File: config.mk
export PLATFORM = sky130hd
export DESIGN_NAME = vga_sym_mem_arbiter
export DESIGN_NICKNAME = d
export VERILOG_FILES = /design/src/rtl/vga_arb_pkg.sv /design/src/rtl/vga_arb_rd_pipe.sv /design/src/rtl/vga_sym_mem_arbiter.sv
export SDC_FILE = /design/constraint.sdc
export NUM_CORES = 1
export LEC_CHECK = 0
export BUFFER_PORTS_ARGS = -buffer_cell sky130_fd_sc_hd__buf_4
export CORE_ASPECT_RATIO = 0.6
export CORE_MARGIN = 2
export CORE_UTILIZATION = 47
export CTS_BUF_LIST = sky130_fd_sc_hd__clkbuf_2
export DETAILED_ROUTE_END_ITERATION = 8
export GPL_TIMING_DRIVEN = 0
export HOLD_SLACK_MARGIN = 0.12
export PLACE_DENSITY = 0.8
export RECOVER_POWER = 25
export SLEW_MARGIN = 5
export SYNTH_ARGS = -nofsm -noshare
export SYNTH_HDL_FRONTEND = slang
export SYNTH_HIERARCHICAL = 1
export SYNTH_SLANG_ARGS = --single-unit
File: constraint.sdc
create_clock -name clk -period 2.6 [get_ports clk]
set_clock_uncertainty 0.2 [all_clocks]
set_input_delay 0.39 -clock clk [delete_from_list [all_inputs] [get_ports clk]]
set_output_delay 0.39 -clock clk [all_outputs]
set_load 0.005 [all_outputs]
File: src/rtl/vga_arb_pkg.sv
// rtl/vga_arb_pkg.sv - shared types and defaults for the symbol memory arbiter
package vga_arb_pkg;

  // Who owns the memory port in a given cycle; travels with reads to route returned data.
  typedef enum logic [1:0] {
    OWN_NONE = 2'd0,
    OWN_DISP = 2'd1,
    OWN_HOST = 2'd2,
    OWN_CLR  = 2'd3
  } owner_t;

  typedef enum logic [0:0] {
    ARB_IDLE  = 1'b0,
    ARB_CLEAR = 1'b1
  } arb_state_t;

  // 80 columns x 35 rows of symbol codes.
  localparam int         DEF_MEM_DEPTH = 2800;
  // Blank (space) character written by the screen-clear engine.
  localparam logic [7:0] DEF_CLR_CHAR  = 8'h20;

endpackage

File: src/rtl/vga_arb_rd_pipe.sv
// rtl/vga_arb_rd_pipe.sv - owner tag and out-of-range delay line matching memory read latency
module vga_arb_rd_pipe
  import vga_arb_pkg::*;
#(
  parameter int DEPTH = 1
) (
  input  logic   clk,
  input  logic   resetn,
  input  owner_t in_owner,
  input  logic   in_oor,
  output owner_t out_owner,
  output logic   out_oor
);

  owner_t owner_q [DEPTH];
  logic   oor_q   [DEPTH];

  // Shift the grant tag along so it lines up with mem_rdata DEPTH cycles later.
  always_ff @(posedge clk or negedge resetn) begin
    if (!resetn) begin
      for (int i = 0; i < DEPTH; i++) begin
        owner_q[i] <= OWN_NONE;
        oor_q[i]   <= 1'b0;
      end
    end else begin
      owner_q[0] <= in_owner;
      oor_q[0]   <= in_oor;
      for (int i = 1; i < DEPTH; i++) begin
        owner_q[i] <= owner_q[i-1];
        oor_q[i]   <= oor_q[i-1];
      end
    end
  end

  assign out_owner = owner_q[DEPTH-1];
  assign out_oor   = oor_q[DEPTH-1];

endmodule

File: src/rtl/vga_sym_mem_arbiter.sv
// rtl/vga_sym_mem_arbiter.sv - symbol memory arbiter for display fetch, clear engine and host
module vga_sym_mem_arbiter
  import vga_arb_pkg::*;
#(
  parameter int                ADDR_W    = 14,
  parameter int                DATA_W    = 8,
  parameter int                MEM_DEPTH = DEF_MEM_DEPTH,
  parameter int                RD_LAT    = 1,
  parameter logic [DATA_W-1:0] CLR_CHAR  = DATA_W'(DEF_CLR_CHAR)
) (
  input  logic              clk,
  input  logic              resetn,
  input  logic              disp_req,
  input  logic [ADDR_W-1:0] disp_addr,
  output logic [DATA_W-1:0] disp_data,
  output logic              disp_valid,
  input  logic              host_req,
  input  logic              host_we,
  input  logic [ADDR_W-1:0] host_addr,
  input  logic [DATA_W-1:0] host_wdata,
  output logic              host_ack,
  output logic [DATA_W-1:0] host_rdata,
  output logic              host_rvalid,
  input  logic              clr_start,
  output logic              clr_busy,
  output logic [ADDR_W-1:0] mem_addr,
  output logic              mem_we,
  output logic [DATA_W-1:0] mem_wdata,
  input  logic [DATA_W-1:0] mem_rdata
);

  localparam logic [ADDR_W-1:0] DEPTH_A = ADDR_W'(MEM_DEPTH);
  localparam logic [ADDR_W-1:0] LAST_A  = ADDR_W'(MEM_DEPTH - 1);

  arb_state_t        state_q;
  logic [ADDR_W-1:0] clr_addr_q;
  owner_t            grant_owner;
  logic              grant_oor;
  owner_t            tap_owner;
  logic              tap_oor;
  logic              disp_oor;
  logic              host_oor;
  logic              host_grant;
  logic              clr_wr;

  assign disp_oor   = (disp_addr >= DEPTH_A);
  assign host_oor   = (host_addr >= DEPTH_A);
  // Host only gets the port when the display is quiet and no clear sweep is running.
  assign host_grant = host_req && !disp_req && (state_q == ARB_IDLE);
  assign clr_wr     = (state_q == ARB_CLEAR) && !disp_req;
  assign host_ack   = host_grant;
  assign clr_busy   = (state_q == ARB_CLEAR);

  // Fixed-priority port mux: display, then clear write, then host; out-of-range never touches memory.
  always_comb begin
    mem_addr    = '0;
    mem_we      = 1'b0;
    mem_wdata   = '0;
    grant_owner = OWN_NONE;
    grant_oor   = 1'b0;
    if (disp_req) begin
      grant_owner = OWN_DISP;
      grant_oor   = disp_oor;
      if (!disp_oor) begin
        mem_addr = disp_addr;
      end
    end else if (clr_wr) begin
      grant_owner = OWN_CLR;
      mem_addr    = clr_addr_q;
      mem_we      = 1'b1;
      mem_wdata   = CLR_CHAR;
    end else if (host_grant) begin
      grant_oor = host_oor;
      if (!host_we) begin
        grant_owner = OWN_HOST;
      end
      if (!host_oor) begin
        mem_addr  = host_addr;
        mem_we    = host_we;
        mem_wdata = host_we ? host_wdata : '0;
      end
    end
  end

  // Clear sweep: one location per free cycle, single pass, restarts ignored while running.
  always_ff @(posedge clk or negedge resetn) begin
    if (!resetn) begin
      state_q    <= ARB_IDLE;
      clr_addr_q <= '0;
    end else if (state_q == ARB_IDLE) begin
      if (clr_start) begin
        state_q <= ARB_CLEAR;
      end
    end else if (clr_wr) begin
      if (clr_addr_q == LAST_A) begin
        clr_addr_q <= '0;
        state_q    <= ARB_IDLE;
      end else begin
        clr_addr_q <= clr_addr_q + ADDR_W'(1);
      end
    end
  end

  vga_arb_rd_pipe #(
    .DEPTH (RD_LAT)
  ) u_rd_pipe (
    .clk       (clk),
    .resetn    (resetn),
    .in_owner  (grant_owner),
    .in_oor    (grant_oor),
    .out_owner (tap_owner),
    .out_oor   (tap_oor)
  );

  // Route returning read data to its requester; out-of-range reads return zero.
  always_ff @(posedge clk or negedge resetn) begin
    if (!resetn) begin
      disp_data   <= '0;
      disp_valid  <= 1'b0;
      host_rdata  <= '0;
      host_rvalid <= 1'b0;
    end else begin
      disp_valid  <= (tap_owner == OWN_DISP);
      host_rvalid <= (tap_owner == OWN_HOST);
      if (tap_owner == OWN_DISP) begin
        disp_data <= tap_oor ? '0 : mem_rdata;
      end
      if (tap_owner == OWN_HOST) begin
        host_rdata <= tap_oor ? '0 : mem_rdata;
      end
    end
  end

endmodule

-- Yosys cells after proc, flatten, opt, wreduce, memory -nomap -nowiden
Index checks and enable logic that the tools add are counted.
- output and inout port bits: 43
- ROM bits: 0
- latch bits: 0
- RAM bits: 0
- memories kept: 0
- register bits: 36
- $lt $le $gt $ge: 2
- shift-type cells: 0
- bitwise gates (word level): 1
- eq/ne operators: 3
- div/mod/pow operators: 0
- reduce and logical (&&, ||, !) cells: 5
- $add $sub $neg: 1
- muxes and demuxes: 27
- multipliers: 0
- operators with widths (cell ; count):
    14-bit 2-to-1 mux ; 6
    8-bit 2-to-1 mux ; 6
    14-bit by 12-bit greater-or-equal comparator with 1-bit output, second input constant ; 2
    14-bit by 1-bit adder with 14-bit output, second input constant ; 1
    14-bit by 12-bit equality test with 1-bit output, second input constant ; 1
    1-bit 2-to-1 mux ; 11
    2-bit 2-to-1 mux ; 4
    1-bit logical AND ; 3
    2-bit by 1-bit equality test with 1-bit output, second input constant ; 1
    2-bit equality test, second input constant ; 1
    2-bit AND reduction ; 1
    1-bit logical NOT ; 1
    1-bit NOT ; 1

-- Logic depth before layout (Yosys ltp)
Gate-level depths: netlist of the first run.
- depth after elaboration: 6
- gate-level depth with buffers: 5
- gate-level depth less buffers: 5

-- By module
Netlist of the first run, hierarchy kept.
- by module, submodules not included (module ; times used ; seq. area each (µm²) ; cells each ; area an instance (µm²)):
    vga_sym_mem_arbiter ; 1 ; 825.8 ; 199 ; 1799.2
    vga_arb_rd_pipe ; 1 ; 75.1 ; 3 ; 75.1

-- Least setup slack after synthesis of the first run
No wires, ideal clock.
- kind: flip-flop to output port
- start: register state_q, in the netlist clr_busy
- end: output mem_addr[0]
- stages on the path, launching flop included: 6
- arrival: 1443 ps
- slack: 567 ps
- path through: dfrtp_1 nor2_1 nand2_1 nor4_1 clkbuf_1 a221o_1
- longest elaborated chain between the ends: 5
- RTL lines (what ; RTL line ; text):
    from (decl) ; vga_sym_mem_arbiter.sv:35 ; arb_state_t state_q;
    from (signal assigned) ; vga_sym_mem_arbiter.sv:88 ; state_q <= ARB_IDLE;
    from (signal assigned) ; vga_sym_mem_arbiter.sv:92 ; state_q <= ARB_CLEAR;
    from (signal assigned) ; vga_sym_mem_arbiter.sv:97 ; state_q <= ARB_IDLE;
    1-bit NOT ; - ;
    1-bit logical AND ; vga_sym_mem_arbiter.sv:49 ; assign host_grant = host_req && !disp_req && (state_q == ARB_IDLE);
    14-bit 2-to-1 mux ; vga_sym_mem_arbiter.sv:72 ; end else if (host_grant) begin
    14-bit 2-to-1 mux * ; vga_sym_mem_arbiter.sv:67 ; end else if (clr_wr) begin
    14-bit 2-to-1 mux * ; vga_sym_mem_arbiter.sv:61 ; if (disp_req) begin
    to (decl) ; vga_sym_mem_arbiter.sv:26 ; output logic [ADDR_W-1:0] mem_addr,
Mark *: on every way between the ends. The rest lies on a longest branch, timed or not.

-- Worst setup path in the final report of the first run
- start: register state_q, in the netlist clr_busy
- end: output mem_addr[1]
The elaborated chain is that of the path after synthesis.

==> metrics.csv, run 1 <==
metric,value,unit
cts_tree,yes,
switchingPower,455,uW
grt_max_degree,37,
crit_start,clr_busy,
fmax,383,MHz
fp-row-count,17,
netlist.area_leader.share,0.481,
synth_area_per_cell,9.28,um2
violations,setup timing,
drv_cap,0,
cts_buffers,5,
total_power,1.37,mW
power_density,465,nW/um2
routabilityCongestion,0.929,
power_frac_seq,0.519,
drtAntennaViolNets,0,
final_cell_mix,"buf_4 (92), dfrtp_1 (35), nand2_1 (27), o21ai_0 (18), dlygate4sd3_1 (14)",
power_frac_clock,0.198,
cts_max_level,2,
cp.arrival,2020,ps
fin_crit,2610,ps
p_int,910,uW
wl,6110,um
grt_first_pass_wirelength,9410,um
synth_warnings,6,
min_from,disp_req,
n_antenna_cell,0,
grt.overflow.total,0,
routedWlPerCell,16.6,um
crit_path_start_kind,register,
rr_startpoint,clr_addr_q[4],
relSlewSlack,0.419,
setup_viol,2,
synth_cells,202,
synthesis.nets,253,
via_per_inst,5.55,
power.leakage,1.46,nW
cp.required,2010,ps
timing.final.crit_share,1.00,
first_pass_iters,4,
worst_slack,-8.01,ps
io_pins,93,
clock-sinks,36,
switching_share,0.333,
hold_path.class,primary input to register,
p_comb_frac,0.284,
syn-cell-area,1870,um2
start_util,0.501,
clockBufferDepth,2,
drc,0,
multi_input_area,977,um2
syn2layout_area_growth,56.6,%
path_max_fanout,5,
grt_pass1_vias,1842,
yosysTopAreaCell,dfrtp_1,
port_buffers,92,
dieArea,4530,um2
tightest_slew,871,ps
synth_top_cells_by_area,"dfrtp_1 (48%), a221o_1 (6.4%), nand2_1 (5.6%)",
ys_seq_area_frac,0.481,
path_class,register to output port,
grtUsageTotal,0.277,
fp.dieH,52.9,um
clockRootBuffer,clkbuf_2,
die_width,85.5,um
dpl_cell_area,2620,um2
nFillCells,248,
layout_commonest_cell,buf_4,
drive_gt1_frac,0.374,
clk_pin_slew,210,ps
synth_cell_types,36,
clock_latency,420,ps
fin_area,2940,um2
finalHoldViolCount,0,
rsz0062_at_grt,yes,
maxSlewViolCount,0,
dr_total_vias,2041,
layout.nets,371,
hpwlAfterDp,4360,um
irDropWorstVdd,0.567,mV
crit_path_end_kind,output port,
synth-seq-cells,36,
antenna_found_initial,0,
drt_iter0_drc,143,
coreArea,3740,um2
outcome,"finished, violations left",
ff_latch_area,902,um2
==> area by class of cell <==
class                           instances  share of cell area
Sequential cell                        36               0.307
Buffer                                  6              0.0124
Clock inverter                          3             0.00597
Multi-Input combinational cell        151               0.333
Timing Repair Buffer                  111               0.301
Tap cell                               47              0.0200
Clock buffer                            5             0.00853
Inverter                                9              0.0115
==> routing by layer <==
metal | up-vias | part of all wire | global-route usage
li1 | 963 | - | -
met1 | 968 | 0.45 | 0.411
met2 | 104 | 0.44 | 0.409
met3 | 6 | 0.097 | 0.0640
met4 | 0 | 0.0075 | 0.0741
met5 | - | 0 | 0
==> cells in the mapped netlist <==
| cell type | n |
|---|---|
| nand4bb_1 | 1 |
| or4b_1 | 1 |
| a21o_1 | 1 |
| nand3_1 | 7 |
| nor2_1 | 14 |
| xor2_1 | 2 |
| and3_1 | 8 |
| a221o_1 | 12 |
| buf_2 | 1 |
| nand2_1 | 28 |
| nor2b_1 | 1 |
| nand3b_1 | 1 |
| and2_1 | 10 |
| ha_1 | 1 |
| o311ai_0 | 1 |
| clkbuf_1 | 5 |
| nand4_1 | 1 |
| o22ai_1 | 1 |
| a41oi_1 | 1 |
| nor2_4 | 1 |
| nand2b_1 | 11 |
| or4_4 | 1 |
| o21ai_0 | 18 |
| nor4_1 | 4 |
| and4_1 | 1 |
| xnor2_1 | 9 |
| inv_1 | 9 |
| a21oi_1 | 2 |
| nor3b_1 | 1 |
| o21ai_1 | 1 |
| a211oi_1 | 1 |
| dfrtp_1 | 36 |
| a31o_2 | 1 |
| a31oi_1 | 2 |
| nor3_1 | 5 |
| nand4b_1 | 2 |
==> worst max-delay path, stage by stage, from the launching register on <==
cell and delay [ps]:
dfrtp_2 510, nor2_4 130, nand2_4 70, nor4_4 400
buf_4 220, a221o_1 160, buf_4 120
==> sequential cells by signal (all words and copies together), names as in the netlist <==
| signal | count |
|---|---|
| clr_addr_q | 14 |
| disp_data | 8 |
| host_rdata | 8 |
| u_rd_pipe/out_owner | 2 |
| clr_busy | 1 |
| disp_valid | 1 |
| host_rvalid | 1 |
| u_rd_pipe/out_oor | 1 |
==> what timing repair did <==
item,in CTS,in global routing
setup endpoints to repair,21,20
setup buffers,1,2
resized for setup,8,21
hold buffers,14,0
gates cloned,1,1
pin swaps,0,13
hold endpoints to repair,56,0
==> worst paths after layout <==
check / end / slack, ps / cells after the start
setup / recovery: mem_addr[1] / -8 / 6
hold / removal: clr_addr_q[2] / 250 / 3
setup reg to reg: clr_addr_q[4] / 590 / 4
hold reg to reg: disp_data[7] / 320 / 2
max in group asynchronous: clr_addr_q[1] / 1230 / 2
min in group asynchronous: host_rdata[4] / 380 / 2
==> per-stage QoR <==
stage / std cells / util / hold slack [ps] / TNS [ps] / setup slack, ps
finish: 368 / 0.784 / 250 / -12.4 / -8.01
global route: 368 / 0.784 / 262 / -1630 / -101
CTS: 365 / 0.760 / 219 / 0 / 19.6
detailed placement: 341 / 0.701 / 170 / 0 / 192
global placement: 341 / 0.701 / 168 / 0 / 173
floorplan: 202 / - / -106 / 0 / 567
==> power groups by stage <==
stage	combinational (mW)	sequential, mW	clock, mW
6_report	0.387	0.708	0.270
5_1_grt	0.428	0.718	0.301
4_1_cts	0.383	0.705	0.264
3_5_place_dp	0.364	0.716	0
3_3_place_gp	0.357	0.710	0
2_1_floorplan	0.169	0.695	0
==> logic make-up (layout without fill, tap and decap cells) <==
family | after synthesis | in the layout | synth area share
AND/OR/NAND/NOR | 98 | 98 | 0.278
AO/OA/AOI/OAI | 41 | 41 | 0.152
flip-flops | 36 | 36 | 0.481
buffers and inverters | 15 | 134 | 0.0307
XOR/XNOR | 11 | 11 | 0.0514
adder cells (fa/ha/maj) | 1 | 1 | 0.00667
No activity file was read; power rests on OpenSTA's default activity.
==> run 2: changes to the inputs <==
--- a/config.mk
+++ b/config.mk
@@ -8,12 +8,12 @@
 export BUFFER_PORTS_ARGS = -buffer_cell sky130_fd_sc_hd__buf_4
 export CORE_ASPECT_RATIO = 0.6
 export CORE_MARGIN = 2
-export CORE_UTILIZATION = 47
+export CORE_UTILIZATION = 43
 export CTS_BUF_LIST = sky130_fd_sc_hd__clkbuf_2
 export DETAILED_ROUTE_END_ITERATION = 8
 export GPL_TIMING_DRIVEN = 0
 export HOLD_SLACK_MARGIN = 0.12
-export PLACE_DENSITY = 0.8
+export PLACE_DENSITY = 0.77
 export RECOVER_POWER = 25
 export SLEW_MARGIN = 5
 export SYNTH_ARGS = -nofsm -noshare
==> constraint.sdc (replaced) <==
create_clock -name clk -period 2.36 [get_ports clk]
set_clock_uncertainty 0.2 [all_clocks]
set_input_delay 0.354 -clock clk [delete_from_list [all_inputs] [get_ports clk]]
set_output_delay 0.354 -clock clk [all_outputs]
set_load 0.1 [all_outputs]
==> run 2 against run 1 <==
  * The run still ends with setup timing left
  * Sequential cell count unchanged
  * Wire length is 15% higher
  * Non-clock buffer count rose by 5
  * Die area rose by 8.7%
  * Combinational power grew to 2.6 times the previous value
  * Global-route usage is 1.2 points higher
  * Critical path depth rose by 1
  * Critical path type unchanged
  * Critical endpoint is now mem_wdata[0]
==> metrics.csv, run 2 (synthesis gave the netlist of run 1 again) <==
metric,value,unit,change
clockBufferDepth,2,,unchanged
slowest_delay,570,ps,+60 ps
grt_pass1_vias,2046,,+11%
grtUsageTotal,0.289,,+0.0120
coreArea,4140,um2,+11%
grt_first_pass_wirelength,10300,um,+9.3%
outcome,"finished, violations left",,
maxSlewViolCount,0,,unchanged
final.setup.tns,-7380,ps,-7360 ps
hold_depth,3,,unchanged
dr_total_vias,2149,,+5.3%
grt.overflow.total,0,,unchanged
power_frac_seq,0.372,,-0.147
layout_commonest_cell,buf_4,,
drc,0,,unchanged
cp-endpoint,mem_wdata[0],,
power_density,609,nW/um2,+31%
switching_share,0.460,,+0.126
post-route-util,0.830,,+0.0456
fin_crit,2750,ps,
via_per_inst,5.57,,+0.38%
cp.arrival,2200,ps,+180 ps
drv_cap,0,,unchanged
crit_path_start_kind,register,,
path_max_fanout,5,,unchanged
cp.required,1810,ps,-200 ps
routedWlPerCell,18.2,um,+9.4%
regMostFlops,clr_addr_q,,
irDropWorstVdd,0.407,mV,-28%
r2r_cells,5,,+1
violations,setup timing,,
hpwlAfterDp,4440,um,+1.7%
cts_max_level,2,,unchanged
port_buffers,92,,unchanged
n_antenna_cell,0,,unchanged
first_pass_iters,5,,+1
largestRegisters,"clr_addr_q (14), disp_data (8), host_rdata (8)",,
wl,7010,um,+15%
largest_reg_flops,14,,unchanged
path_class,register to output port,,
nFillCells,245,,-1.2%
finalHoldViolCount,0,,unchanged
die_width,89.2,um,+4.3%
clock-sinks,36,,unchanged
cts_buffers,5,,unchanged
hold_path.class,primary input to register,,
p_comb_frac,0.487,,+0.203
path_cells,nor2_4 > nand2_4 > nor4_4 > buf_4 > buf_8 > and3_4 > buf_12,,
tightest_slew,892,ps,+20.9 ps
drive_gt1_frac,0.448,,+0.0740
fp-row-count,18,,+1
power.leakage,1.60,nW,+9.7%
crit_path_end_kind,output port,,
p_int,1.13,mW,+24%
drtAntennaViolNets,0,,unchanged
switchingPower,963,uW,+110%
power_frac_clock,0.141,,-0.057
cts_tree,yes,,
drt_iter0_drc,152,,+6.3%
crit_start,clr_busy,,
io_pins,93,,unchanged
fp.dieH,55.1,um,+4.2%
syn2layout_area_growth,83.4,%,
clockRootBuffer,clkbuf_2,,
slowest_stage,dfrtp_4,,
dieArea,4920,um2,+8.7%
rr_startpoint,clr_addr_q[1],,
start_util,0.452,,-0.0484
clock_latency,420,ps,about the same
reg2reg_slack,240,ps,-350 ps
total_power,2.09,mW,+53%
routabilityCongestion,0.848,,-8.7%
worst_slack,-391,ps,-383 ps
r2r_end,clr_addr_q[12],,
hold_ws,123,ps,-127 ps
timing.final.crit_share,1.17,,
clk_pin_slew,220,ps,about the same
final_cell_mix,"buf_4 (77), dfrtp_1 (35), nand2_1 (27), buf_12 (21), o21ai_0 (18)",,
rsz0062_at_grt,yes,,
fmax,364,MHz,
setup_viol,21,,+19
layout.nets,376,,+1.3%
relSlewSlack,0.405,,-0.0139
antenna_found_initial,0,,unchanged
grt_max_degree,37,,unchanged
==> run 2: cell count changes in the layout (fill, tap and decap cells not counted), moves of 2 or more <==
cell / change
buf_4: -15
and2_2: +2
buf_8: +5
and3_4: +3
and3_1: -3
buf_12: +21
and2_1: -2
a221o_4: +11
a221o_1: -12
buf_6: -4
==> run 2: worst min-delay path by stage <==
stage,from,to
3_3_place_gp,resetn,clr_addr_q[1]
5_1_grt,host_addr[12],u_rd_pipe/out_oor
6_report,host_addr[12],u_rd_pipe/out_oor
3_5_place_dp,resetn,clr_addr_q[3]
2_1_floorplan,resetn,clr_addr_q[0]
4_1_cts,host_addr[12],u_rd_pipe/out_oor
==> run 2: per-layer routing <==
metal	vias to the layer above	track usage	share of wire
li1	964	-	-
met1	1057	0.379	0.41
met2	110	0.480	0.50
met3	18	0.0712	0.072
met4	0	0.0945	0.020
met5	-	0	0
==> run 2: worst max-delay path: cells and delay by family, from the launching register on <==
| family | cells | cell delay [ps] |
|---|---|---|
| and+or+nand+nor | 4 | 700 |
| DFF | 1 | 570 |
| buffers and inverters | 3 | 480 |
==> run 2: final cells by class <==
type / instances / area, um2 / share of cell area
buffer: 6 / 58.8 / 0.0171
clock buffer: 7 / 35.0 / 0.0102
clock inverter: 1 / 5.00 / 0.00146
inverter: 9 / 33.8 / 0.00983
multi-input combinational: 151 / 1130 / 0.329
sequential: 36 / 905 / 0.263
tap: 60 / 75.1 / 0.0218
timing repair buffer: 116 / 1190 / 0.347
==> run 2: power by group through the flow <==
stage	logic (mW)	clock network [mW]	registers, mW
3_3_place_gp	0.872	0	0.784
5_1_grt	1.07	0.319	0.788
4_1_cts	1.01	0.292	0.776
6_report	1.02	0.294	0.779
3_5_place_dp	0.885	0	0.788
2_1_floorplan	0.462	0	0.966
==> run 2: what timing repair did <==
item / in CTS / in global routing
pin swaps: 22 / 5
setup buffers: 6 / 3
endpoints found under the hold margin: 56 / 0
hold buffers: 13 / 0
resized for setup: 76 / 13
setup endpoints to repair: 23 / 23
gates cloned: 2 / 0
==> run 2: metrics by stage <==
step / cells / worst slack, ps / cell area, um2
global route: 386 / -453 / 3440
finish: 386 / -391 / 3440
global placement: 354 / -292 / 2830
floorplan: 202 / 7.41 / 2070
detailed placement: 354 / -335 / 2830
CTS: 383 / -294 / 3380
==> run 3: changes to the inputs <==
==> constraint.sdc (replaced) <==
create_clock -name clk -period 2.3 [get_ports clk]
set_clock_uncertainty 0.2 [all_clocks]
set_input_delay 0.345 -clock clk [delete_from_list [all_inputs] [get_ports clk]]
set_output_delay 0.345 -clock clk [all_outputs]
set_load 0.1 [all_outputs]
==> run 3 against run 2 <==
  * The run still ends with setup timing left
  * Sequential power rose by 3.6%
  * Setup slack gained 25 ps
  * Worst hold slack better by 110 ps
  * Critical path type unchanged
==> metrics.csv, run 3 (synthesis gave the netlist of run 1 again) <==
metric,value,unit,change
crit_path_start_kind,register,,
path_class,register to output port,,
setup_viol,24,,+14%
hpwlAfterDp,4290,um,-3.3%
place_ws,-399,ps,-64.7 ps
cts_max_level,2,,unchanged
layout.cells.non_filler,392,,+1.6%
maxSlewViolCount,0,,unchanged
clockBufferDepth,2,,unchanged
start_util,0.452,,unchanged
fin_area,3570,um2,+3.9%
grt.overflow.total,0,,unchanged
dpl.cell_count,354,,unchanged
post-route-util,0.862,,+0.0323
die_width,89.2,um,unchanged
grtUsageTotal,0.309,,+0.0203
violations,setup timing,,
power.leakage,1.66,nW,+3.6%
grt_first_pass_wirelength,11000,um,+6.8%
dieArea,4920,um2,unchanged
drtAntennaViolNets,0,,unchanged
drive_gt1_frac,0.467,,+0.0190
coreArea,4140,um2,unchanged
rsz0062_at_grt,yes,,
clockRootBuffer,clkbuf_2,,
drt_iter0_drc,146,,-3.9%
largest_reg_flops,14,,unchanged
fp.dieH,55.1,um,unchanged
gr-max-usage-layer,met2,,
finalHoldViolCount,0,,unchanged
wl,7600,um,+8.4%
worst_slack,-366,ps,+24.5 ps
n_antenna_cell,0,,unchanged
io_pins,93,,unchanged
drv_cap,0,,unchanged
nFillCells,217,,-11%
cp.arrival,2120,ps,-80 ps
ff_latch_area,905,um2,unchanged
power_density,639,nW/um2,+5.0%
r2r_cells,4,,-1
routabilityCongestion,0.841,,-0.85%
dpl_cell_area,2850,um2,+0.53%
cp.required,1750,ps,-60 ps
layout.nets,382,,+1.6%
hold_ws,234,ps,+112 ps
tightest_slew,851,ps,-40.8 ps
drc,0,,unchanged
via_per_inst,5.63,,+1.0%
met3_usage,0.0653,,-0.00593
first_pass_iters,4,,-1
slowest_delay,560,ps,about the same
hold_depth,5,,+2
met2_usage,0.536,,+0.0556
largestRegisters,"clr_addr_q (14), disp_data (8), host_rdata (8)",,
multi_input_area,1160,um2,+2.9%
cts_buffers,5,,unchanged
gr-usage-met1,0.397,,+0.0183
regMostFlops,clr_addr_q,,
dr_total_vias,2205,,+2.6%
syn2layout_area_growth,90.6,%,
final_cell_mix,"buf_4 (82), dfrtp_1 (35), nand2_1 (27), buf_12 (25), o21ai_0 (18)",,
routedWlPerCell,19.4,um,+6.7%
clk_pin_slew,210,ps,about the same
grt_pass1_vias,2176,,+6.4%
slowest_stage,dfrtp_4,,
timing.final.crit_share,1.16,,
port_buffers,92,,unchanged
fin_crit,2670,ps,
grt_max_degree,37,,unchanged
clock_latency,400,ps,-20 ps
path_buf_inv,3,,unchanged
outcome,"finished, violations left",,
hold_path.class,primary input to register,,
cts_tree,yes,,
crit_path_end_kind,output port,,
relSlewSlack,0.433,,+0.0272
path_cells,nor2_4 > nand2_4 > nor4_4 > buf_4 > clkbuf_8 > a221o_4 > buf_12,,
path_max_fanout,5,,unchanged
clock-sinks,36,,unchanged
antenna_found_initial,0,,unchanged
cp_num_cells,7,,unchanged
fp-row-count,18,,unchanged
cp_top_family,flip-flops,,
irDropWorstVdd,0.403,mV,-0.99%
fmax,375,MHz,
layout_commonest_cell,buf_4,,
-- run 3: cell count changes in the layout (fill, tap and decap cells not counted), sizes merged --
cell         change
bufinv           +1
clkbuf           -1
dlygate4sd3      -1
buf              +7
-- run 3: through the flow --
stage	TNS [ps]	power, mW
after global routing	-9670	2.37
after detailed placement	-4330	1.72
after CTS	-6060	2.24
final	-7190	2.28
after floorplan	-92.1	1.47
after global placement	-4060	1.70
-- run 3: what timing repair did --
item                                    CTS  global route
endpoints found under the hold margin    55             0
hold buffers                             12             0
resized for setup                        86            12
endpoints found under the setup margin   23            23
cloned                                    1             0
buffers inserted                         12             6
pin swaps                                15             5
-- run 3: final cells by class --
cell class / instances / area share
tap: 60 / 0.0210
clock inverter: 2 / 0.00981
inverter: 9 / 0.0102
timing repair buffer: 123 / 0.359
buffer: 5 / 0.0126
clock buffer: 6 / 0.00841
sequential: 36 / 0.253
multi-input combinational: 151 / 0.326
-- run 3: worst min-delay path, cell delays in order --
cell	delay, ps
buf_4	80
a211oi_2	40
o21ai_0	70
nand2_1	80
o21ai_0	170
-- run 3: path summary, 6_finish.rpt --
| check | startpoint | end | slack (ps) |
|---|---|---|---|
| max | clr_busy | mem_addr[6] | -370 |
| max in group asynchronous | resetn | clr_busy | 920 |
| min reg2reg | disp_data[2] | disp_data[2] | 310 |
| max reg2reg | clr_addr_q[4] | clr_addr_q[6] | 130 |
| min | disp_addr[12] | u_rd_pipe/out_oor | 230 |
| min in group asynchronous | resetn | host_rdata[6] | 370 |
-- run 3: layer usage --
layer | part of all wire | wire length, um | vias up
li1 | - | - | 985
met1 | 0.40 | 3070 | 1109
met2 | 0.51 | 3860 | 99
met3 | 0.070 | 533 | 12
met4 | 0.017 | 129 | 0
met5 | 0 | 0 | -
-- run 3: report_power, final --
group / leakage [nW] / switching (mW) / internal, mW
Clock: 0.0430 / 0.226 / 0.187
Sequential: 0.427 / 0.0965 / 0.710
Combinational: 1.19 / 0.689 / 0.375
Total: 1.66 / 1.01 / 1.27
